$ cat src/rtl/magia_tile_pkg.sv
// Shared types and constants for the MAGIA tile boot/wake-up controller.
// Holds the FSM state encoding, config-port register offsets and CTRL bit positions.
// No logic lives here; it is imported by the interface, the counter and the top.
package magia_tile_pkg;

    typedef enum logic [1:0] {
        BOOT_IDLE   = 2'd0,
        BOOT_ENABLE = 2'd1,
        BOOT_RUN    = 2'd2,
        BOOT_DRAIN  = 2'd3
    } boot_ctrl_state_e;

    // Byte offsets on the 4-bit config address.
    localparam logic [3:0] BOOT_CTRL_OFS   = 4'h0;
    localparam logic [3:0] BOOT_ADDR_OFS   = 4'h4;
    localparam logic [3:0] BOOT_STATUS_OFS = 4'h8;
    localparam logic [3:0] BOOT_EVT_OFS    = 4'hC;

    // CTRL register bit positions.
    localparam int unsigned CTRL_START_BIT = 0;
    localparam int unsigned CTRL_HALT_BIT  = 1;

endpackage

$ cat src/rtl/magia_tile_boot_ctrl_if.sv
// Config port bundle of the tile boot controller (req/gnt request, rvalid response).
// Latency: gnt is combinational, rvalid/rdata/err follow one cycle after the grant.
// Backpressure: none, every request is granted in the cycle it is presented.
//   req/we/addr/wdata : master -> slave request
//   gnt               : slave -> master, equal to req
//   rvalid/rdata/err  : slave -> master registered response
interface magia_tile_boot_ctrl_if;
    import magia_tile_pkg::*;

    logic        req;
    logic        we;
    logic [3:0]  addr;
    logic [31:0] wdata;
    logic        gnt;
    logic        rvalid;
    logic [31:0] rdata;
    logic        err;

    modport master (
        output req, we, addr, wdata,
        input  gnt, rvalid, rdata, err
    );

    modport slave (
        input  req, we, addr, wdata,
        output gnt, rvalid, rdata, err
    );

endinterface

$ cat src/rtl/magia_sat_counter.sv
// Saturating up/down counter: adds inc_i (0..2) and subtracts dec_i in one step.
// Latency: new value visible one cycle after the inputs; clr_i overrides everything.
// Backpressure: none; the result is clamped to [0, 2^W-1] instead of wrapping.
//   clk_i, rst_ni : clock, async active-low reset (count returns to 0)
//   clr_i         : synchronous clear
//   inc_i, dec_i  : increment amount and decrement request
//   cnt_o         : current count
module magia_sat_counter #(
    parameter int unsigned W = 4
) (
    input  logic         clk_i,
    input  logic         rst_ni,
    input  logic         clr_i,
    input  logic [1:0]   inc_i,
    input  logic         dec_i,
    output logic [W-1:0] cnt_o
);
    import magia_tile_pkg::*;

    localparam logic [W+1:0] MAX_CNT = {2'b00, {W{1'b1}}};

    logic [W-1:0] cnt_q, cnt_d;
    logic [W+1:0] sum_inc;
    logic [W+1:0] sum_net;

    // Two guard bits let the intermediate sum exceed 2^W-1 before clamping,
    // so a full counter plus inc=2 minus dec still lands on the maximum.
    always_comb begin
        sum_inc = {2'b00, cnt_q} + {{W{1'b0}}, inc_i};
        sum_net = sum_inc;
        if (dec_i && (sum_inc != '0)) begin
            sum_net = sum_inc - 1'b1;
        end
        cnt_d = (sum_net > MAX_CNT) ? {W{1'b1}} : sum_net[W-1:0];
        if (clr_i) begin
            cnt_d = '0;
        end
    end

    always_ff @(posedge clk_i or negedge rst_ni) begin
        if (!rst_ni) begin
            cnt_q <= '0;
        end else begin
            cnt_q <= cnt_d;
        end
    end

    assign cnt_o = cnt_q;

endmodule

$ cat src/rtl/magia_tile_boot_ctrl.sv
// Tile boot/wake sequencer: boot address register, enable->fetch start/halt FSM, wake-event release.
// Latency: tile_enable one cycle after START, fetch_enable ENABLE_DLY cycles later; cfg response 1 cycle.
// Backpressure: config port always granted; wake events beyond 2^CNT_W-1 pending are dropped.
//   clk_i, rst_ni          : clock, async active-low reset
//   cfg                    : config port (slave side of magia_tile_boot_ctrl_if)
//   wake_evt_i             : one pending wake per cycle high
//   core_sleep_i           : core WFE sleep status
//   tile_enable_o, fetch_enable_o, boot_addr_o, wu_wfe_o : core control pins
//   busy_o                 : FSM not in IDLE
module magia_tile_boot_ctrl #(
    parameter int unsigned ENABLE_DLY    = 8,
    parameter int unsigned CNT_W         = 4,
    parameter logic [31:0] BOOT_ADDR_RST = 32'h0000_0000
) (
    input  logic                         clk_i,
    input  logic                         rst_ni,
    magia_tile_boot_ctrl_if.slave        cfg,
    input  logic                         wake_evt_i,
    input  logic                         core_sleep_i,
    output logic                         tile_enable_o,
    output logic                         fetch_enable_o,
    output logic [31:0]                  boot_addr_o,
    output logic                         wu_wfe_o,
    output logic                         busy_o
);
    import magia_tile_pkg::*;

    localparam logic [1:0] ST_IDLE   = BOOT_IDLE;
    localparam logic [1:0] ST_ENABLE = BOOT_ENABLE;
    localparam logic [1:0] ST_RUN    = BOOT_RUN;
    localparam logic [1:0] ST_DRAIN  = BOOT_DRAIN;

    localparam logic [7:0] DLY_LOAD = 8'(ENABLE_DLY - 1);

    logic [1:0]       state_q, state_d;
    logic [7:0]       dly_q, dly_d;
    logic             tile_en_q, tile_en_d;
    logic             fetch_en_q, fetch_en_d;
    logic             from_enable_q, from_enable_d;
    logic             armed_q, armed_d;
    logic [31:0]      boot_addr_q, boot_addr_d;
    logic             rvalid_q;
    logic [31:0]      rdata_q, rdata_d;
    logic             err_q, err_d;

    logic             cfg_wr;
    logic             ctrl_wr, boot_wr, evt_wr;
    logic             start_req, halt_req;
    logic             cnt_clr;
    logic             wake_pulse;
    logic [CNT_W-1:0] evt_cnt;
    logic [31:0]      status_word;

    // ---------------- config decode ----------------
    assign cfg_wr    = cfg.req && cfg.we;
    assign ctrl_wr   = cfg_wr && (cfg.addr == BOOT_CTRL_OFS);
    assign boot_wr   = cfg_wr && (cfg.addr == BOOT_ADDR_OFS);
    assign evt_wr    = cfg_wr && (cfg.addr == BOOT_EVT_OFS);
    assign start_req = ctrl_wr && cfg.wdata[CTRL_START_BIT];
    assign halt_req  = ctrl_wr && cfg.wdata[CTRL_HALT_BIT];

    always_comb begin
        status_word                = '0;
        status_word[1:0]           = state_q;
        status_word[8 +: CNT_W]    = evt_cnt;
    end

    // ---------------- start/halt FSM ----------------
    always_comb begin
        state_d       = state_q;
        dly_d         = dly_q;
        tile_en_d     = tile_en_q;
        fetch_en_d    = fetch_en_q;
        from_enable_d = from_enable_q;
        boot_addr_d   = boot_addr_q;
        cnt_clr       = 1'b0;

        case (state_q)
            ST_IDLE: begin
                // HALT in the same write as START cancels it.
                if (start_req && !halt_req) begin
                    state_d       = ST_ENABLE;
                    tile_en_d     = 1'b1;
                    dly_d         = DLY_LOAD;
                    from_enable_d = 1'b0;
                end
            end
            ST_ENABLE: begin
                if (halt_req) begin
                    state_d       = ST_DRAIN;
                    fetch_en_d    = 1'b0;
                    from_enable_d = 1'b1;
                end else if (dly_q == 8'd0) begin
                    state_d    = ST_RUN;
                    fetch_en_d = 1'b1;
                end else begin
                    dly_d = dly_q - 8'd1;
                end
            end
            ST_RUN: begin
                if (halt_req) begin
                    state_d       = ST_DRAIN;
                    fetch_en_d    = 1'b0;
                    from_enable_d = 1'b0;
                end
            end
            default: begin
                // A core that never fetched cannot reach WFE, so skip the sleep wait.
                if (from_enable_q || core_sleep_i) begin
                    state_d       = ST_IDLE;
                    tile_en_d     = 1'b0;
                    from_enable_d = 1'b0;
                    cnt_clr       = 1'b1;
                end
            end
        endcase

        // Boot address may only change while the core is held off.
        if (boot_wr && (state_q == ST_IDLE)) begin
            boot_addr_d = cfg.wdata;
        end
    end

    // ---------------- wake release ----------------
    // One pulse per sleep episode: armed drops with the pulse and is only
    // restored once the core is seen awake again.
    assign wake_pulse = (state_q == ST_RUN) && core_sleep_i &&
                        (evt_cnt != '0) && armed_q;

    always_comb begin
        armed_d = armed_q;
        if (wake_pulse) begin
            armed_d = 1'b0;
        end else if (!core_sleep_i) begin
            armed_d = 1'b1;
        end
    end

    magia_sat_counter #(
        .W (CNT_W)
    ) u_evt_cnt (
        .clk_i  (clk_i),
        .rst_ni (rst_ni),
        .clr_i  (cnt_clr),
        .inc_i  ({1'b0, wake_evt_i} + {1'b0, evt_wr}),
        .dec_i  (wake_pulse),
        .cnt_o  (evt_cnt)
    );

    // ---------------- config response ----------------
    always_comb begin
        rdata_d = '0;
        err_d   = 1'b0;
        if (cfg.req) begin
            if (cfg.we) begin
                case (cfg.addr)
                    BOOT_CTRL_OFS, BOOT_EVT_OFS: err_d = 1'b0;
                    BOOT_ADDR_OFS:               err_d = (state_q != ST_IDLE);
                    default:                     err_d = 1'b1;
                endcase
            end else begin
                case (cfg.addr)
                    BOOT_CTRL_OFS, BOOT_EVT_OFS: rdata_d = '0;
                    BOOT_ADDR_OFS:               rdata_d = boot_addr_q;
                    BOOT_STATUS_OFS:             rdata_d = status_word;
                    default:                     err_d   = 1'b1;
                endcase
            end
        end
    end

    // ---------------- state registers ----------------
    always_ff @(posedge clk_i or negedge rst_ni) begin
        if (!rst_ni) begin
            state_q       <= ST_IDLE;
            dly_q         <= 8'd0;
            tile_en_q     <= 1'b0;
            fetch_en_q    <= 1'b0;
            from_enable_q <= 1'b0;
            armed_q       <= 1'b1;
            boot_addr_q   <= BOOT_ADDR_RST;
            rvalid_q      <= 1'b0;
            rdata_q       <= '0;
            err_q         <= 1'b0;
        end else begin
            state_q       <= state_d;
            dly_q         <= dly_d;
            tile_en_q     <= tile_en_d;
            fetch_en_q    <= fetch_en_d;
            from_enable_q <= from_enable_d;
            armed_q       <= armed_d;
            boot_addr_q   <= boot_addr_d;
            rvalid_q      <= cfg.req;
            rdata_q       <= rdata_d;
            err_q         <= err_d;
        end
    end

    assign cfg.gnt        = cfg.req;
    assign cfg.rvalid     = rvalid_q;
    assign cfg.rdata      = rdata_q;
    assign cfg.err        = err_q;

    assign tile_enable_o  = tile_en_q;
    assign fetch_enable_o = fetch_en_q;
    assign boot_addr_o    = boot_addr_q;
    assign wu_wfe_o       = wake_pulse;
    assign busy_o         = (state_q != ST_IDLE);

endmodule

$ cat src/flat_wrapper.sv
// flat-port wrapper written by rule: the top's interface ports become plain ports
module magia_tile_boot_ctrl_flat import magia_tile_pkg::*;
#(
    parameter int unsigned ENABLE_DLY    = 8,
    parameter int unsigned CNT_W         = 4,
    parameter logic [31:0] BOOT_ADDR_RST = 32'h0000_0000
)
  (clk_i, rst_ni, wake_evt_i, core_sleep_i, tile_enable_o, fetch_enable_o, boot_addr_o, wu_wfe_o, busy_o, cfg_req, cfg_we, cfg_addr, cfg_wdata, cfg_gnt, cfg_rvalid, cfg_rdata, cfg_err);
  magia_tile_boot_ctrl_if cfg_i ();
  input  logic clk_i;
  input  logic rst_ni;
  input  logic wake_evt_i;
  input  logic core_sleep_i;
  output logic tile_enable_o;
  output logic fetch_enable_o;
  output logic [31:0] boot_addr_o;
  output logic wu_wfe_o;
  output logic busy_o;
  input wire logic [$bits(cfg_i.req)-1:0] cfg_req;
  input wire logic [$bits(cfg_i.we)-1:0] cfg_we;
  input wire logic [$bits(cfg_i.addr)-1:0] cfg_addr;
  input wire logic [$bits(cfg_i.wdata)-1:0] cfg_wdata;
  output wire logic [$bits(cfg_i.gnt)-1:0] cfg_gnt;
  output wire logic [$bits(cfg_i.rvalid)-1:0] cfg_rvalid;
  output wire logic [$bits(cfg_i.rdata)-1:0] cfg_rdata;
  output wire logic [$bits(cfg_i.err)-1:0] cfg_err;
  assign cfg_i.req = cfg_req;
  assign cfg_i.we = cfg_we;
  assign cfg_i.addr = cfg_addr;
  assign cfg_i.wdata = cfg_wdata;
  assign cfg_gnt = cfg_i.gnt;
  assign cfg_rvalid = cfg_i.rvalid;
  assign cfg_rdata = cfg_i.rdata;
  assign cfg_err = cfg_i.err;
  magia_tile_boot_ctrl #(.ENABLE_DLY(ENABLE_DLY), .CNT_W(CNT_W), .BOOT_ADDR_RST(BOOT_ADDR_RST)) u_core (.clk_i(clk_i), .rst_ni(rst_ni), .cfg(cfg_i), .wake_evt_i(wake_evt_i), .core_sleep_i(core_sleep_i), .tile_enable_o(tile_enable_o), .fetch_enable_o(fetch_enable_o), .boot_addr_o(boot_addr_o), .wu_wfe_o(wu_wfe_o), .busy_o(busy_o));
endmodule
$ cat config.mk
export PLATFORM = sky130hd
export DESIGN_NAME = magia_tile_boot_ctrl_flat
export DESIGN_NICKNAME = d
export VERILOG_FILES = /design/src/rtl/magia_tile_pkg.sv /design/src/rtl/magia_tile_boot_ctrl_if.sv /design/src/rtl/magia_sat_counter.sv /design/src/rtl/magia_tile_boot_ctrl.sv /design/src/flat_wrapper.sv
export SDC_FILE = /design/constraint.sdc
export NUM_CORES = 1
export LEC_CHECK = 0
export ABC_AREA = 1
export ABC_CLOCK_PERIOD_IN_PS = 4500
export CAP_MARGIN = 10
export CORE_MARGIN = 4
export CORE_UTILIZATION = 51
export CTS_CLUSTER_DIAMETER = 100
export DETAILED_ROUTE_END_ITERATION = 10
export HOLD_SLACK_MARGIN = 0.05
export PLACE_DENSITY = 0.95
export RECOVER_POWER = 100
export SLEW_MARGIN = 0
export SYNTH_ARGS = -nofsm -noshare
export SYNTH_HDL_FRONTEND = slang
export SYNTH_SLANG_ARGS = --single-unit
$ cat constraint.sdc
create_clock -name clk_i -period 4.5 [get_ports clk_i]
set_clock_uncertainty 0.2 [all_clocks]
set_input_delay 0.45 -clock clk_i [delete_from_list [all_inputs] [get_ports clk_i]]
set_output_delay 0.45 -clock clk_i [all_outputs]
set_load 0.05 [all_outputs]
== Word-level counts from Yosys, hierarchy flattened ==
Cells that the tools add are included.
Storage, ports and cells
  register bits after elaboration: 84
  input port bits: 42
  word-level logic and storage cells: 96
  output and inout bits: 71
Cells by class
  reductions and logical operators: 33
  equal/unequal tests: 12
  $lt $le $gt $ge: 1
  add/sub/neg operators: 4
  bitwise operators: 1
  muxes and demuxes: 34
Operators by type and width (count)
  $mux W32: 2
  $pmux W32 S2: 1
  $mux W8: 3
  $pmux W8 S2: 1
  $mux W1: 14
  $logic_and A1 B1 Y1: 12
  $reduce_and A4 Y1: 3
  $mux W2: 5
  $eq A4 B4 Y1 const B: 2
  $logic_not A8 Y1: 1
  $mux W4: 2
  $ne A2 B1 Y1 const B: 4
  $reduce_bool A2 Y1: 4
  $reduce_bool A4 Y1: 2
  $sub A8 B1 Y8 const B: 1
  $gt A6 B4 Y1 const B: 1
  $mux W6: 1
  $pmux W1 S2: 3
  $pmux W2 S3: 1
  $reduce_and A3 Y1: 2
  $reduce_bool A6 Y1: 1
  $sub A6 B1 Y6 const B: 1
  $add A4 B2 Y5: 1
  $eq A4 B3 Y1 const B: 1
  14 further kinds: 16

== Longest topological paths before layout ==
  word-level depth: 10
  gate-level depth with buffers: 17
  depth with buffers taken out: 17

== Modules after synthesis ==
A second synthesis with hierarchy kept.
Second synthesis, totals
  cell total of the unflattened synthesis: 385
  area total of the unflattened synthesis: 3948.8 um^2
By module, submodules not included
  magia_tile_boot_ctrl: times used 1, seq. area each 2003.2 um^2, area an instance 3514.6 um^2, cells each 322
  magia_sat_counter: times used 1, seq. area each 100.1 um^2, area an instance 434.2 um^2, cells each 63

== Least setup slack after synthesis ==
Ideal clock, no wire load.
  kind: input-to-reg
  from: in cfg_addr[1]
  to: reg u_core.u_evt_cnt.cnt_q[0] (netlist: u_core.u_evt_cnt.cnt_o[0])
  arrival: 2273 ps
  path buffers: 0
  stages on the path: 16
  path slack: 1914 ps
  path through: nor2_4 -> nand4_1 -> fa_1 -> inv_1 -> ha_1 -> inv_1 -> ha_1 -> nand2_1 -> nor2_1 -> nand2_1 -> nand2_1 -> inv_1 -> nand2_1 -> nand3_1 -> nand2_1 -> inv_1
On the way
  longest elaborated chain between the ends: 10
  elaborated cells on any way between the ends: 11
RTL lines
  start, declared: RTL line flat_wrapper.sv:21  | input wire logic [$bits(cfg_i.addr)-1:0] cfg_addr;
  $eq A4 B4 Y1 *: RTL line magia_tile_boot_ctrl.sv:58  | assign evt_wr = cfg_wr && (cfg.addr == BOOT_EVT_OFS);
  $logic_and A1 B1 Y1 *: RTL line magia_tile_boot_ctrl.sv:58
  $add A1 B1 Y2 *: RTL line magia_tile_boot_ctrl.sv:145  | .inc_i ({1'b0, wake_evt_i} + {1'b0, evt_wr}),
  $add A4 B2 Y5 *: RTL line magia_sat_counter.sv:29  | sum_inc = {2'b00, cnt_q} + {{W{1'b0}}, inc_i};
  branches (longest 2 deep; another with $sub A6 B1 Y6)
  $mux W6 *: RTL line magia_sat_counter.sv:31  | if (dec_i && (sum_inc != '0)) begin
  $gt A6 B4 Y1: RTL line magia_sat_counter.sv:34  | cnt_d = (sum_net > MAX_CNT) ? {W{1'b1}} : sum_net[W-1:0];
  $mux W4 *: RTL line magia_sat_counter.sv:34
  $mux W4 *: RTL line magia_sat_counter.sv:35  | if (clr_i) begin
  named net u_core.u_evt_cnt.cnt_d[0]: RTL line magia_sat_counter.sv:22  | logic [W-1:0] cnt_q, cnt_d;
  end signal, assigned: RTL line magia_sat_counter.sv:44  | cnt_q <= cnt_d;
  end, declared: RTL line magia_sat_counter.sv:22
Mark *: on every way through the listed nets, which the timed path passes.
A chain may end at the register's enable or synchronous reset.

== Final worst setup path ==
Ends and elaborated chain as after synthesis.

==> out/results.txt <==
The flow ran to the end, but the final reports show violations. The checks that failed: max-capacitance violations, max-slew violations. Post-CTS timing repair inserted 0 buffers for setup. In this run, distinct cell masters in the synthesized netlist total 32.

For this run, design rule violations remaining after detail routing come to 0. The root buffer cell chosen for the clock tree is sky130_fd_sc_hd__clkbuf_8. The mean area per synthesized cell is 9.86 um2. For the final-report max-slew violation count, the log shows 86.

Before antenna repair, the detailed router went through 4 iterations. The clock reaches the later pin of the worst-skew pair after 0.35 ns. In this run the static leakage power is 2.67 nW.

Internal power comes to 1.58 mW. The logs give 448 for the synthesized netlist net count and 0 for the residual overflow from global routing. The total of warnings raised by yosys is 0, and the flop-to-flop setup slack is 1.97 ns. The worst-path maximum fanout was 10; the proportion of power drawn by the clock network was 18.4%. For this run, the total global-route usage over all layers was measured as 21.8%. Data on the critical path is required at its endpoint by 4.55 ns. Yosys attributes the largest share of cell area to sky130_fd_sc_hd__dfrtp_1 (53%), sky130_fd_sc_hd__mux2_4 (11%), sky130_fd_sc_hd__nand2_1 (9.8%).

The run gives -33.5% as the relative slew slack. The tools report the achievable frequency as 293 MHz. The critical path is of the input pin to flip-flop type. The antenna diode count is 0, and the synthesized instance count is 397. In the final design database the tool counted 558 nets.

The number of storage elements in the synthesis netlist was 84; the actual transition at the worst max-transition pin was 2.00 ns. Per report_power, the sequential group accounts for 36.5% of the total. Detailed placement ended at an HPWL of 6790 um. Row generation in the floorplan step produced 31 rows.

The cell area that synthesis handed to floorplanning was 3910 um2. The most used flip-flop cell after synthesis is sky130_fd_sc_hd__dfrtp_1. Leaving out fill and tap cells, the most frequent cells in the layout are sky130_fd_sc_hd__nand2_1 (103), sky130_fd_sc_hd__dfrtp_1 (83), sky130_fd_sc_hd__dlygate4sd3_1 (73).

Entering global routing, the biggest net connects 85 pins. The final wirelength was 9350 um; the count of H-tree levels built during CTS was 3. The tools report the number of buffers created by CTS as 9. The number of sinks handled by clock tree synthesis was 84; the area overhead of the layout relative to synthesis was 31.2%. The detailed router finished its first iteration with 148 violations. The switching power share of the total came out at 44.7%. After synthesis, the share of flip-flops with an asynchronous set or reset is 100%.

After clock tree synthesis, the repair step resized 0 gates. The worst min-delay path class is flip-flop to flip-flop. Power spread over the standard cell area amounts to 556 nW/um2. Setup repair after global routing left no endpoint under its margin. TritonCTS built the clock tree. For the initial antenna violation count, the log shows 0. The floorplan step defined a die boundary enclosing 9140 um2. The max-cap violation count is 2.

The switching power was 1.28 mW; the final-layout fill cell count was 569. The detail route stage leaves a number of antenna-violating nets equal to 0. Hold is met by 0.267 ns.

The final critical-path required period was 3.41 ns; the per-cell via count in the routed design was 5.11. The die span in y is 95.6 um, and the clock slew at the register clock pins of the worst setup and hold paths is 0.08 ns. The run gives 45.1% as the share of power burned in combinational logic. The run gives 113 as the number of top-level design ports. The synthesized design contains 0 enable-type register cells. The final count of hold timing violations is 0. For the arrival time at the worst endpoint, the log shows 3.46 ns.

The run gives 3181 as the number of global-route vias before repair. The share of the synthesized area in the top cell type is 53.1%, and the number of hold-repair buffers added at the cts stage is 0. Measured along the x axis, the die boundary spans 95.6 um. Leaving out fill and tap cells, the most frequent cell in the layout is sky130_fd_sc_hd__nand2_1. The dominant cell type by area after synthesis was sky130_fd_sc_hd__dfrtp_1. Total of buffers placed on input and output ports: 112. The fraction of the cycle the final worst path needs is 75.8%. The first global-routing pass estimated 15400 um of wire. STA classifies the critical path startpoint as an input pin. The tools report the worst vdd rail ir drop as 349 uV.

The region available for standard cell placement spans 7370 um2. The tools report the total of endpoints with negative setup slack in the final report as 0. The category of the worst setup path capture point is a flip-flop.

The logs give 0 ns for the sum of negative setup slack and 2 for the maximum count of clock buffers along a single path. Summing the sequential cell areas from Yosys gives 53.7% of the chip area. Once the floorplan was initialized, standard cells occupied 53.1% of the core. Dividing the detail-routed wire length by the instance count gives 15.3 um. Routability-driven placement finished with a final weighted congestion of 0.947.

In the final layout, the share of cells above drive strength 1 is 5.08%. The tools report the detailed-route via count as 3123.
[worst max-delay path, stage by stage]
cell and delay [ns]:
sky130_fd_sc_hd__dlygate4sd3_1 0.54, sky130_fd_sc_hd__nor2_1 0.45, sky130_fd_sc_hd__nand4_1 0.21, sky130_fd_sc_hd__fa_1 0.41
sky130_fd_sc_hd__inv_1 0.10, sky130_fd_sc_hd__ha_1 0.23, sky130_fd_sc_hd__inv_1 0.10, sky130_fd_sc_hd__ha_1 0.16
sky130_fd_sc_hd__nand2_1 0.07, sky130_fd_sc_hd__nor2_1 0.10, sky130_fd_sc_hd__nand2_1 0.10, sky130_fd_sc_hd__nand2_1 0.16
sky130_fd_sc_hd__inv_1 0.09, sky130_fd_sc_hd__nand2_1 0.09, sky130_fd_sc_hd__nand3_1 0.08, sky130_fd_sc_hd__nand2_1 0.06
sky130_fd_sc_hd__inv_1 0.04
[metal layers]
metal	wire length, um	global-route usage, %
met5	0	0
met4	216	9.48
met3	635	5.05
met2	4770	37.5
met1	3730	26.1
[path summary, 6_finish.rpt]
| path | endpoint | cells past startpoint | start |
|---|---|---|---|
| setup / recovery | u_core.u_evt_cnt.cnt_o[0]$_DFF_PN0_ | 17 | cfg_addr[1] |
| max in group asynchronous | u_core.dly_q[3]$_DFFE_PN0P_ | 1 | rst_ni |
| setup reg to reg | u_core.u_evt_cnt.cnt_o[0]$_DFF_PN0_ | 15 | u_core.u_evt_cnt.cnt_o[0]$_DFF_PN0_ |
| hold reg to reg | u_core.armed_q$_DFFE_PN1P_ | 2 | u_core.armed_q$_DFFE_PN1P_ |
| hold / removal | u_core.armed_q$_DFFE_PN1P_ | 2 | u_core.armed_q$_DFFE_PN1P_ |
| min in group asynchronous | u_core.boot_addr_o[8]$_DFFE_PN0P_ | 1 | rst_ni |
[flip-flops by register name, indices dropped and copies added, names as in the netlist]
register / cells
u_core.fetch_enable_o: 1
u_core.from_enable_q: 1
u_core.boot_addr_o: 32
u_core.tile_enable_o: 1
u_core.dly_q: 8
u_core.cfg.rdata: 32
u_core.u_evt_cnt.cnt_o: 4
u_core.cfg.rvalid: 1
u_core.cfg.err: 1
u_core.armed_q: 1
u_core.state_q: 2
[power groups by stage]
stage	combinational [mW]	clock (mW)	sequential, mW
after floorplan	0.687	0	1.33
after global placement	1.32	0	1.05
after detailed placement	1.38	0	1.06
after CTS	1.38	0.534	1.05
after global routing	1.42	0.573	1.07
final	1.29	0.525	1.04
[cell usage after synthesis (3+ instances only)]
cell,n
sky130_fd_sc_hd__mux2_4,28
sky130_fd_sc_hd__nand2_1,102
sky130_fd_sc_hd__nand4_1,11
sky130_fd_sc_hd__clkbuf_1,5
sky130_fd_sc_hd__xor2_1,6
sky130_fd_sc_hd__buf_6,3
sky130_fd_sc_hd__mux2_2,3
sky130_fd_sc_hd__buf_2,3
sky130_fd_sc_hd__dfrtp_1,83
sky130_fd_sc_hd__nand3_1,21
sky130_fd_sc_hd__ha_1,8
sky130_fd_sc_hd__a21oi_1,11
sky130_fd_sc_hd__o21ai_0,9
sky130_fd_sc_hd__nor2_1,44
sky130_fd_sc_hd__inv_1,39
[per-stage QoR]
stage | power (mW) | std cells | util [%] | area (um2) | worst slack (ns)
floorplan | 2.02 | 397 | - | 3910 | 1.91
global placement | 2.36 | 595 | 68.9 | 5080 | 1.30
detailed placement | 2.44 | 595 | 68.9 | 5080 | 1.03
CTS | 2.96 | 611 | 71.5 | 5270 | 1.38
global route | 3.06 | 611 | 69.7 | 5140 | 0.811
finish | 2.86 | 611 | 69.7 | 5140 | 1.09
[cells by family (layout without fill, tap and decap cells)]
family	count (synthesis)	in the layout	share of synthesized area, %
AOI/OAI and AO/OA	25	25	3.39
xor gates and xnor gates	6	6	1.34
adders and majority gates	9	9	3.07
buffers and inverters	53	168	5.95
DFF	84	84	53.7
muxes	31	31	11.6
and+or+nand+nor	189	189	20.9
[layout make-up]
| cell class | instances | area, um2 | share of cell area (%) |
|---|---|---|---|
| clock buffers | 10 | 128 | 2.48 |
| clock inverters | 6 | 63.8 | 1.24 |
| inverters | 39 | 146 | 2.85 |
| multi-input cells | 260 | 1450 | 28.3 |
| flip-flops and latches | 84 | 2100 | 41.0 |
| well taps | 99 | 124 | 2.41 |
| repair buffers | 113 | 1120 | 21.8 |
No activity file was read; power rests on OpenSTA's default activity.
